File: config.mk
export PLATFORM = sky130hd
export DESIGN_NAME = ik_swift_iter_ctrl_flat
export DESIGN_NICKNAME = d
export VERILOG_FILES = /design/src/rtl/ik_swift_pkg.sv /design/src/rtl/ik_swift_iter_ctrl_if.sv /design/src/rtl/ik_delta_conv_check.sv /design/src/rtl/ik_swift_iter_ctrl.sv /design/src/flat_wrapper.sv
export SDC_FILE = /design/constraint.sdc
export NUM_CORES = 2
export LEC_CHECK = 0
export ABC_CLOCK_PERIOD_IN_PS = 10190
export BUFFER_PORTS_ARGS = -buffer_cell sky130_fd_sc_hd__buf_2
export CAP_MARGIN = 20
export CORE_AREA = 2 2 424 426
export DETAILED_ROUTE_END_ITERATION = 6
export DIE_AREA = 0 0 426 428
export PLACE_DENSITY = 0.5
export SLEW_MARGIN = 25
export SYNTH_ARGS = -nofsm -noshare
export SYNTH_HDL_FRONTEND = slang
export SYNTH_HIERARCHICAL = 1
export SYNTH_SLANG_ARGS = --single-unit
File: constraint.sdc
create_clock -name clk -period 10.19 [get_ports clk]
set_input_delay 0.5095 -clock clk [delete_from_list [all_inputs] [get_ports clk]]
set_output_delay 0.5095 -clock clk [all_outputs]
set_load 0.05 [all_outputs]
File: src/rtl/ik_swift_pkg.sv
// rtl/ik_swift_pkg.sv - shared types, state enum and saturating abs for the ik_swift iteration path
package ik_swift_pkg;

    localparam int FX_W     = 36;
    localparam int N_JOINTS = 6;

    typedef logic signed [FX_W-1:0]          fixed_t;
    typedef logic [N_JOINTS-1:0][FX_W-1:0]   joint_vec_t;

    typedef enum logic [2:0] {
        ST_IDLE  = 3'd0,
        ST_SEED  = 3'd1,
        ST_RUN   = 3'd2,
        ST_CHECK = 3'd3,
        ST_DONE  = 3'd4
    } ik_iter_state_e;

    localparam fixed_t FX_MOST_NEG = {1'b1, {(FX_W-1){1'b0}}};
    localparam fixed_t FX_MAX      = {1'b0, {(FX_W-1){1'b1}}};

    // Negating the most-negative code overflows back onto itself, so clamp it.
    function automatic fixed_t fx_abs_sat(input fixed_t x);
        fixed_t r;
        if (x == FX_MOST_NEG) begin
            r = FX_MAX;
        end else if (x[FX_W-1]) begin
            r = -x;
        end else begin
            r = x;
        end
        return r;
    endfunction

endpackage

File: src/rtl/ik_swift_iter_ctrl_if.sv
// rtl/ik_swift_iter_ctrl_if.sv - control, core-side and status signals of the iteration controller
interface ik_swift_iter_ctrl_if;
    import ik_swift_pkg::*;

    logic       start;
    logic       abort;
    joint_vec_t dh_init;

    logic       core_en;
    logic       core_rst;
    joint_vec_t core_dh_dyn_in;
    logic       core_done;
    joint_vec_t core_delta;
    joint_vec_t core_dh_dyn_out;

    logic       busy;
    logic       done;
    logic       converged;
    logic       timeout_err;
    logic [7:0] iter_count;
    joint_vec_t dh_result;

    modport master (
        input  start, abort, dh_init, core_done, core_delta, core_dh_dyn_out,
        output core_en, core_rst, core_dh_dyn_in,
        output busy, done, converged, timeout_err, iter_count, dh_result
    );

    modport slave (
        output start, abort, dh_init, core_done, core_delta, core_dh_dyn_out,
        input  core_en, core_rst, core_dh_dyn_in,
        input  busy, done, converged, timeout_err, iter_count, dh_result
    );

endinterface

File: src/rtl/ik_delta_conv_check.sv
// rtl/ik_delta_conv_check.sv - combinational all-joints |delta| <= EPSILON test
module ik_delta_conv_check
    import ik_swift_pkg::*;
#(
    parameter fixed_t EPSILON = 36'd64
) (
    input  joint_vec_t delta_i,
    output logic       converged_o
);

    // The most-negative code is rejected outright, whatever EPSILON is.
    always_comb begin
        converged_o = 1'b1;
        for (int i = 0; i < N_JOINTS; i++) begin
            if (delta_i[i] == FX_MOST_NEG) begin
                converged_o = 1'b0;
            end else if (fx_abs_sat($signed(delta_i[i])) > EPSILON) begin
                converged_o = 1'b0;
            end
        end
    end

endmodule

File: src/rtl/ik_swift_iter_ctrl.sv
// rtl/ik_swift_iter_ctrl.sv - seeds and re-runs the ik_swift core until convergence, cap or watchdog
module ik_swift_iter_ctrl
    import ik_swift_pkg::*;
#(
    parameter int     W        = 36,
    parameter int     N        = 6,
    parameter fixed_t EPSILON  = 36'd64,
    parameter int     MAX_ITER = 255,
    parameter int     TIMEOUT  = 4096
) (
    input  logic                 clk,
    input  logic                 rst,
    ik_swift_iter_ctrl_if.master bus
);

    localparam int WD_W = $clog2(TIMEOUT) + 1;

    if (MAX_ITER < 1 || MAX_ITER > 255) begin : g_bad_max_iter
        $error("ik_swift_iter_ctrl: MAX_ITER must lie in 1..255");
    end
    if (TIMEOUT < 2) begin : g_bad_timeout
        $error("ik_swift_iter_ctrl: TIMEOUT must be at least 2");
    end
    if (W != FX_W || N != N_JOINTS) begin : g_bad_shape
        $error("ik_swift_iter_ctrl: W/N must match ik_swift_pkg");
    end

    ik_iter_state_e  state_q, state_d;
    logic            core_en_q, core_en_d;
    logic            core_rst_q, core_rst_d;
    logic            busy_q, busy_d;
    logic            done_q, done_d;
    logic            conv_q, conv_d;
    logic            to_q, to_d;
    logic [7:0]      iter_q, iter_d;
    logic [WD_W-1:0] wdog_q, wdog_d;
    joint_vec_t      dh_in_q, dh_in_d;
    joint_vec_t      delta_q, delta_d;
    joint_vec_t      dyn_out_q, dyn_out_d;
    joint_vec_t      result_q, result_d;

    logic            conv_w;
    logic            abort_rst;
    logic [7:0]      iter_inc;

    ik_delta_conv_check #(
        .EPSILON (EPSILON)
    ) u_conv (
        .delta_i     (delta_q),
        .converged_o (conv_w)
    );

    always_comb begin
        state_d   = state_q;
        dh_in_d   = dh_in_q;
        delta_d   = delta_q;
        dyn_out_d = dyn_out_q;
        result_d  = result_q;
        iter_d    = iter_q;
        conv_d    = conv_q;
        to_d      = to_q;
        wdog_d    = wdog_q;
        abort_rst = 1'b0;
        iter_inc  = iter_q + 8'd1;

        if (bus.abort && state_q != ST_IDLE) begin
            state_d   = ST_IDLE;
            abort_rst = 1'b1;
        end else begin
            case (state_q)
                ST_IDLE, ST_DONE: begin
                    if (bus.start && !bus.abort) begin
                        state_d = ST_SEED;
                        iter_d  = '0;
                        conv_d  = 1'b0;
                        to_d    = 1'b0;
                        dh_in_d = bus.dh_init;
                    end
                end
                ST_SEED: begin
                    wdog_d  = '0;
                    state_d = ST_RUN;
                end
                ST_RUN: begin
                    // A done arriving on the last watchdog cycle still counts.
                    if (bus.core_done) begin
                        delta_d   = bus.core_delta;
                        dyn_out_d = bus.core_dh_dyn_out;
                        state_d   = ST_CHECK;
                    end else if (wdog_q == WD_W'(TIMEOUT - 1)) begin
                        to_d     = 1'b1;
                        result_d = dh_in_q;
                        state_d  = ST_DONE;
                    end else begin
                        wdog_d = wdog_q + 1'b1;
                    end
                end
                ST_CHECK: begin
                    iter_d  = iter_inc;
                    dh_in_d = dyn_out_q;
                    if (conv_w) begin
                        conv_d   = 1'b1;
                        result_d = dyn_out_q;
                        state_d  = ST_DONE;
                    end else if (iter_inc == 8'(MAX_ITER)) begin
                        conv_d   = 1'b0;
                        result_d = dyn_out_q;
                        state_d  = ST_DONE;
                    end else begin
                        state_d = ST_SEED;
                    end
                end
                default: state_d = ST_IDLE;
            endcase
        end

        // Outputs are registered from the state being entered so they line up with it.
        core_en_d  = (state_d == ST_RUN);
        core_rst_d = (state_d == ST_SEED) || abort_rst;
        busy_d     = (state_d == ST_SEED) || (state_d == ST_RUN) || (state_d == ST_CHECK);
        done_d     = (state_d == ST_DONE);
    end

    always_ff @(posedge clk) begin
        if (rst) begin
            state_q    <= ST_IDLE;
            core_en_q  <= 1'b0;
            core_rst_q <= 1'b0;
            busy_q     <= 1'b0;
            done_q     <= 1'b0;
            conv_q     <= 1'b0;
            to_q       <= 1'b0;
            iter_q     <= '0;
            wdog_q     <= '0;
            dh_in_q    <= '0;
            delta_q    <= '0;
            dyn_out_q  <= '0;
            result_q   <= '0;
        end else begin
            state_q    <= state_d;
            core_en_q  <= core_en_d;
            core_rst_q <= core_rst_d;
            busy_q     <= busy_d;
            done_q     <= done_d;
            conv_q     <= conv_d;
            to_q       <= to_d;
            iter_q     <= iter_d;
            wdog_q     <= wdog_d;
            dh_in_q    <= dh_in_d;
            delta_q    <= delta_d;
            dyn_out_q  <= dyn_out_d;
            result_q   <= result_d;
        end
    end

    assign bus.core_en        = core_en_q;
    assign bus.core_rst       = core_rst_q;
    assign bus.core_dh_dyn_in = dh_in_q;
    assign bus.busy           = busy_q;
    assign bus.done           = done_q;
    assign bus.converged      = conv_q;
    assign bus.timeout_err    = to_q;
    assign bus.iter_count     = iter_q;
    assign bus.dh_result      = result_q;

endmodule

File: src/flat_wrapper.sv
// flat-port wrapper written by rule: the top's interface ports become plain ports
module ik_swift_iter_ctrl_flat import ik_swift_pkg::*;
#(
    parameter int     W        = 36,
    parameter int     N        = 6,
    parameter fixed_t EPSILON  = 36'd64,
    parameter int     MAX_ITER = 255,
    parameter int     TIMEOUT  = 4096
)
  (clk, rst, bus_start, bus_abort, bus_dh_init, bus_core_done, bus_core_delta, bus_core_dh_dyn_out, bus_core_en, bus_core_rst, bus_core_dh_dyn_in, bus_busy, bus_done, bus_converged, bus_timeout_err, bus_iter_count, bus_dh_result);
  ik_swift_iter_ctrl_if bus_i ();
  input  logic clk;
  input  logic rst;
  input wire logic [$bits(bus_i.start)-1:0] bus_start;
  input wire logic [$bits(bus_i.abort)-1:0] bus_abort;
  input wire logic [$bits(bus_i.dh_init)-1:0] bus_dh_init;
  input wire logic [$bits(bus_i.core_done)-1:0] bus_core_done;
  input wire logic [$bits(bus_i.core_delta)-1:0] bus_core_delta;
  input wire logic [$bits(bus_i.core_dh_dyn_out)-1:0] bus_core_dh_dyn_out;
  output wire logic [$bits(bus_i.core_en)-1:0] bus_core_en;
  output wire logic [$bits(bus_i.core_rst)-1:0] bus_core_rst;
  output wire logic [$bits(bus_i.core_dh_dyn_in)-1:0] bus_core_dh_dyn_in;
  output wire logic [$bits(bus_i.busy)-1:0] bus_busy;
  output wire logic [$bits(bus_i.done)-1:0] bus_done;
  output wire logic [$bits(bus_i.converged)-1:0] bus_converged;
  output wire logic [$bits(bus_i.timeout_err)-1:0] bus_timeout_err;
  output wire logic [$bits(bus_i.iter_count)-1:0] bus_iter_count;
  output wire logic [$bits(bus_i.dh_result)-1:0] bus_dh_result;
  assign bus_i.start = bus_start;
  assign bus_i.abort = bus_abort;
  assign bus_i.dh_init = bus_dh_init;
  assign bus_i.core_done = bus_core_done;
  assign bus_i.core_delta = bus_core_delta;
  assign bus_i.core_dh_dyn_out = bus_core_dh_dyn_out;
  assign bus_core_en = bus_i.core_en;
  assign bus_core_rst = bus_i.core_rst;
  assign bus_core_dh_dyn_in = bus_i.core_dh_dyn_in;
  assign bus_busy = bus_i.busy;
  assign bus_done = bus_i.done;
  assign bus_converged = bus_i.converged;
  assign bus_timeout_err = bus_i.timeout_err;
  assign bus_iter_count = bus_i.iter_count;
  assign bus_dh_result = bus_i.dh_result;
  ik_swift_iter_ctrl #(.W(W), .N(N), .EPSILON(EPSILON), .MAX_ITER(MAX_ITER), .TIMEOUT(TIMEOUT)) u_core (.clk(clk), .rst(rst), .bus(bus_i));
endmodule
Yosys cells after proc, flatten, opt, wreduce, memory -nomap -nowiden
Cells that the tools add are included.
{"block": "op_classes", "add_sub_neg": 8, "order_cmp": 6, "n_eq_ne": 27, "n_mux": 57, "bitwise_logic": 1, "reduce_logical": 19}
{"operator": "$mux W216", "count": 5}
{"operator": "$pmux W216 S2", "count": 2}
{"operator": "$mux W36", "count": 18}
{"operator": "$eq A36 B36 Y1 const B", "count": 12}
{"operator": "$gt A36 B8 Y1 const B", "count": 6}
{"operator": "$neg A36 Y36", "count": 6}
{"operator": "$mux W13", "count": 2}
{"operator": "$pmux W13 S2", "count": 1}
{"operator": "$mux W1", "count": 18}
{"operator": "$mux W3", "count": 6}
{"operator": "$pmux W8 S2", "count": 1}
{"operator": "$add A13 B1 Y13 const B", "count": 1}
{"operator": "$eq A13 B12 Y1 const B", "count": 1}
{"operator": "$eq A3 B2 Y1 const B", "count": 4}
{"operator": "$pmux W3 S4", "count": 1}
{"operator": "$reduce_and A5 Y1", "count": 2}
{"operator": "$add A8 B1 Y8 const B", "count": 1}
{"operator": "$eq A8 B8 Y1 const B", "count": 1}
{"operator": "$mux W8", "count": 1}
{"operator": "$reduce_and A4 Y1", "count": 2}
{"operator": "$reduce_bool A2 Y1", "count": 4}
{"operator": "$eq A3 B1 Y1 const B", "count": 2}
{"operator": "$eq A3 B3 Y1 const B", "count": 2}
{"operator": "$reduce_and A3 Y1", "count": 2}
{"operator": "other kinds (11)", "count": 17}
{"block": "word_totals", "ff_bits": 894, "input_bits": 653}

Longest topological paths before layout
{"block": "logic_depth", "word_depth": 23, "mapped_depth": 18, "mapped_depth_nobuf": 14}

Cells and area by module
Netlist, hierarchy kept.
{"mod": "ik_swift_iter_ctrl", "n_inst": 1, "cells_each": 4038, "area_each_um2": 34231.6}
{"mod": "ik_delta_conv_check", "n_inst": 1, "cells_each": 1084, "area_each_um2": 6620.1}

Worst setup path after synthesis
No wires, ideal clock.
{"block": "synth_path", "kind": "reg2reg", "from": "reg u_core/delta_q[181] (netlist bit)", "to": "reg u_core.result_q (netlist bit u_core/bus.dh_result[0])", "setup_time_ps": 124, "arrival_ps": 4195, "required_ps": 10066, "setup_slack_ps": 5871, "stages_incl_launch_ff": 19, "n_path_buf": 4, "synth_period_minus_slack_ps": 4319, "path_cell_list": "dfxtp_1 > inv_1 > ha_1 > or4b_1 > clkbuf_1 > or4_1 > clkbuf_1 > or3_4 > o21ai_1 > a32o_1 > a41oi_1 > nor4_1 > o22ai_1 > nor4_2 > a211oi_2 > o21ai_1 > buf_2 > buf_2 > a2bb2oi_2"}
{"block": "synth_between", "elab_chain_len": 9, "word_cells_on_any_way": 13}
{"element": "from (decl)", "line": "ik_swift_iter_ctrl.sv:38", "source": "joint_vec_t delta_q, delta_d;"}
{"element": "from (signal assigned)", "line": "ik_swift_iter_ctrl.sv:150", "source": "delta_q <= delta_d;"}
{"element": "$neg A36 Y36", "line": "ik_swift_pkg.sv:27", "source": "r = -x;"}
{"element": "$mux W36", "line": "ik_swift_pkg.sv:26", "source": "end else if (x[FX_W-1]) begin"}
{"element": "$mux W36", "line": "ik_swift_pkg.sv:24", "source": "if (x == FX_MOST_NEG) begin"}
{"element": "$mux W36", "line": "ik_delta_conv_check.sv:15", "source": "if (delta_i[i] == FX_MOST_NEG) begin"}
{"element": "$gt A36 B8 Y1", "line": "ik_delta_conv_check.sv:17", "source": "end else if (fx_abs_sat($signed(delta_i[i])) > EPSILON) begin"}
{"element": "$mux W1", "line": "ik_delta_conv_check.sv:17"}
{"element": "$mux W1 (*)", "line": "ik_delta_conv_check.sv:15"}
{"element": "net u_core.conv_w", "line": "ik_swift_iter_ctrl.sv:42", "source": "logic conv_w;"}
{"element": "$ne A3 B1 Y1 (no source line) or $mux W216 (tied branches)"}
{"element": "$reduce_and A5 Y1 (no source line) or $pmux W216 S2 (tied branches)"}
{"element": "to (signal assigned)", "line": "ik_swift_iter_ctrl.sv:152", "source": "result_q <= result_d;"}
{"element": "to (decl)", "line": "ik_swift_iter_ctrl.sv:40", "source": "joint_vec_t result_q, result_d;"}
Mark *: on every way through the listed nets, which the timed path passes. The rest lies on a longest branch. The select of a mux whose other input is x is not followed.
A chain may end at the register's enable or synchronous reset.

Worst setup path after layout
{"block": "layout_path", "from": "reg u_core/delta_q[198] (netlist bit)", "to": "reg u_core.result_q (netlist bit u_core/bus.dh_result[17])"}
Same word-level chain as after synthesis.

==> results.yml <==
worst_hold_path:
  hp-start: "bus_core_dh_dyn_out[170]"
  worstHoldEndpoint: "u_core/dyn_out_q[170]"
  hold_class: "input pin to flop"
  hold_depth: 3
sta:
  maxSlewViolCount: 0
  fin_setup_tns_ps: 0
  skew_ps: 57.5
  post-route-period-util: 0.613
  hold_violations: 0
  rsz0062_at_grt: "no"
  timing.fmax_mhz: 160
  max_slew_margin: 0.151
  worstMarginPinSlew_ps: 1270
  period_minus_slack_ps: 6250
  setup_violations: 0
grt:
  antenna_found_initial: 41
  grt_usage: 0.211
  gr-total-overflow: 0
  grt_pass1_wl_mm: 295
  grt_max_degree: 193
  grt_pass1_vias: 44300
critical_path:
  rrSetupSlack_ps: 3940
  r2r-end: "u_core/bus.dh_result[17]"
  required_ps: 10860
  critPathCaptureType: "flop"
  crit_arrival_ps: 6920
  r2r-start: "u_core/delta_q[198]"
  rr_worst_depth: 14
  critical_path_class: "flop to flop"
  path_max_fanout: 135
  cp-start-kind: "flop"
die:
  die_y_um: 428
  die_area_sq_mm: 0.182
  ioPinCount: 1099
  rows: 155
  die_w_um: 426
  start_util: 0.230
  core_area_sq_mm: 0.178
flow_run:
  maxCapViolations: 0
clocking:
  cts.sinks: 894
  clk_path_buf_depth: 3
  cts_tree: "done"
  cts_max_level: 3
  root_buffer: "clkbuf_16"
  numCtsBuffers: 109
  post-cts-setup-buffers: 0
  insertion_delay_ps: 770
  cts.reportedPaths.clkPinSlew_ps: 70
drt:
  dr.pass1.iters: 6
  routed_wirelength_mm: 203
  vias: 45800
  drtIter0Drc: 4195
  wl_per_cell_um: 22.5
  drc: 0
  routed_via_density: 5.09
  ant_nets: 0
place:
  io_buffers: 1098
  dp_hpwl_mm: 140
  gp_congestion: 0.932
synth:
  ys_seq_area_frac: 0.438
  ys_ff_latch: 894
  syn_inst: 5122
  ys.flop_type: "dfxtp_1"
  yosysUniqueCellTypes: 93
  synth_fp_nets: 5784
  synth_area_per_cell_sq_um: 7.98
  synth_edf_count: 0
  netlist_area_sq_mm: 0.0409
  yosys_warnings: 6
  async_reset_ff_frac: 0
run_status:
  status: "finished, final reports clean"
finish:
  fillers: 19000
  nets: 7190
  area_delta_synth_final_pct: 41.6
  seqCellArea_sq_mm: 0.0179
  layout-drive-gt1-share: 0.212
  multi_input_area_sq_mm: 0.0210
pwr:
  power.total_w: 0.00941
  p_leak_nw: 22.8
  ir_drop_uv: 136
  power.density_mw_per_mm2: 163
-- sequential cells by signal (all words and copies together) (netlist names) --
signal                     flops
u_core/bus.iter_count          8
u_core/bus.core_en             1
u_core/dyn_out_q             216
u_core/delta_q               216
u_core/bus.done                1
u_core/bus.core_dh_dyn_in    216
u_core/wdog_q                 13
u_core/bus.core_rst            1
u_core/bus.busy                1
u_core/bus.converged           1
u_core/state_q                 3
u_core/bus.timeout_err         1
u_core/bus.dh_result         216
-- final cells by class --
| cell class | instances | share of cell area |
|---|---|---|
| multi-input combinational | 3730 | 0.363 |
| sequential | 894 | 0.309 |
| timing repair buffer | 1739 | 0.206 |
| clock buffer | 165 | 0.0557 |
| tap | 2355 | 0.0509 |
| clock inverter | 37 | 0.00993 |
| inverter | 54 | 0.00363 |
| antenna | 33 | 0.00143 |
-- worst max-delay path, cell delays in order (launching register included) --
cell       delay, ps
dfxtp_1          420
nor3_1           790
nand4_1          270
nor4_1           640
a311oi_1         170
a2111oi_0        330
nand4_1          150
nor4_1           670
o22ai_1          250
nor4_4           610
a211oi_2         190
a211oi_4         270
buf_12           450
buf_4            680
a2bb2oi_2        170
-- metrics by stage --
step | worst slack [ps] | std cells | utilization | instance area [sq um] | hold slack [ps]
floorplan | 5870 | 5122 | - | 40900 | 403
global placement | 3290 | 8177 | 0.270 | 48000 | 413
detailed placement | 3520 | 8177 | 0.270 | 48000 | 422
CTS | 3520 | 8974 | 0.325 | 57800 | 0.624
global route | 3470 | 9001 | 0.326 | 57800 | 39.0
finish | 3940 | 9007 | 0.326 | 57800 | 79.1
-- power by group --
group          total, W  internal, W  switching [W]
clock network   0.00414      0.00246        0.00168
registers       0.00372      0.00361       0.000106
logic           0.00156     0.000560        0.00100
total           0.00941      0.00663        0.00278
-- cells by family (layout without fill, tap and decap cells) --
logic type | count (synthesis) | count (layout) | synth area share
buffers and inverters | 498 | 1995 | 0.0502
multiplexers | 18 | 18 | 0.00453
AO/OA/AOI/OAI | 1440 | 1440 | 0.260
AND/OR/NAND/NOR | 2233 | 2233 | 0.238
flip-flops | 894 | 894 | 0.438
adder cells (fa/ha/maj) | 9 | 9 | 0.00276
other | 0 | 33 | 0
XOR/XNOR | 30 | 30 | 0.00643
-- placed cells by master, fill, tap and decap left out, types with 20 or more instances in the layout --
cell type / instances
nor4_1: 77
a311oi_1: 227
o21ai_0: 52
a2bb2oi_2: 40
nand2_1: 1378
inv_1: 50
clkbuf_16: 110
o221ai_1: 220
a31oi_1: 23
clkbuf_8: 26
nand3_1: 69
nand4_1: 45
buf_4: 35
a21oi_1: 502
or3_1: 25
diode_2: 33
clkbuf_1: 29
a2bb2oi_1: 179
buf_2: 1097
dfxtp_1: 894
dlygate4sd3_1: 595
nor3_1: 97
or4_1: 20
nor2_1: 358
-- how the worst max path moves through the flow --
stage / end / startpoint / slack [ps]
final: u_core/bus.dh_result[17] / u_core/delta_q[198] / 3940
after detailed placement: u_core/bus.dh_result[107] / u_core/delta_q[108] / 3520
after global routing: u_core/bus.dh_result[17] / u_core/delta_q[196] / 3470
after global placement: u_core/bus.dh_result[215] / u_core/delta_q[109] / 3290
after floorplan: u_core/bus.dh_result[0] / u_core/delta_q[181] / 5870
after CTS: u_core/bus.dh_result[17] / u_core/delta_q[108] / 3520
-- cell usage after synthesis, drive strengths merged, types with 16 or more instances --
library cell,n,area [sq um]
or3,26,168
nor3,100,510
nor3b,18,135
buf,102,563
or4,21,161
dfxtp,894,17900
nand2,1380,5180
o21ai,56,280
o31ai,16,120
a211oi,19,160
inv,51,191
clkbuf,342,1280
nand2b,16,100
nor2,360,1360
o221ai,220,1930
o22ai,18,113
nand3,69,345
a31oi,23,144
nand4,46,294
nor4,83,566
nor4b,17,176
a2bb2oi,219,2170
a21oi,503,2520
a311oi,227,1990
-- routing by layer --
layer	up-vias	routed length [um]	GRT usage
li1	21500	-	-
met1	22100	81100	0.257
met2	1882	95900	0.348
met5	-	60	0
met3	392	14400	0.0420
met4	10	11100	0.111
-- what timing repair did --
action / in CTS / in global routing
hold buffers: 595 / 0
hold endpoints to repair: 595 / 0
resized for setup: 0 / 0
endpoints found under the setup margin: 0 / 0
No activity file was read; power rests on OpenSTA's default activity.
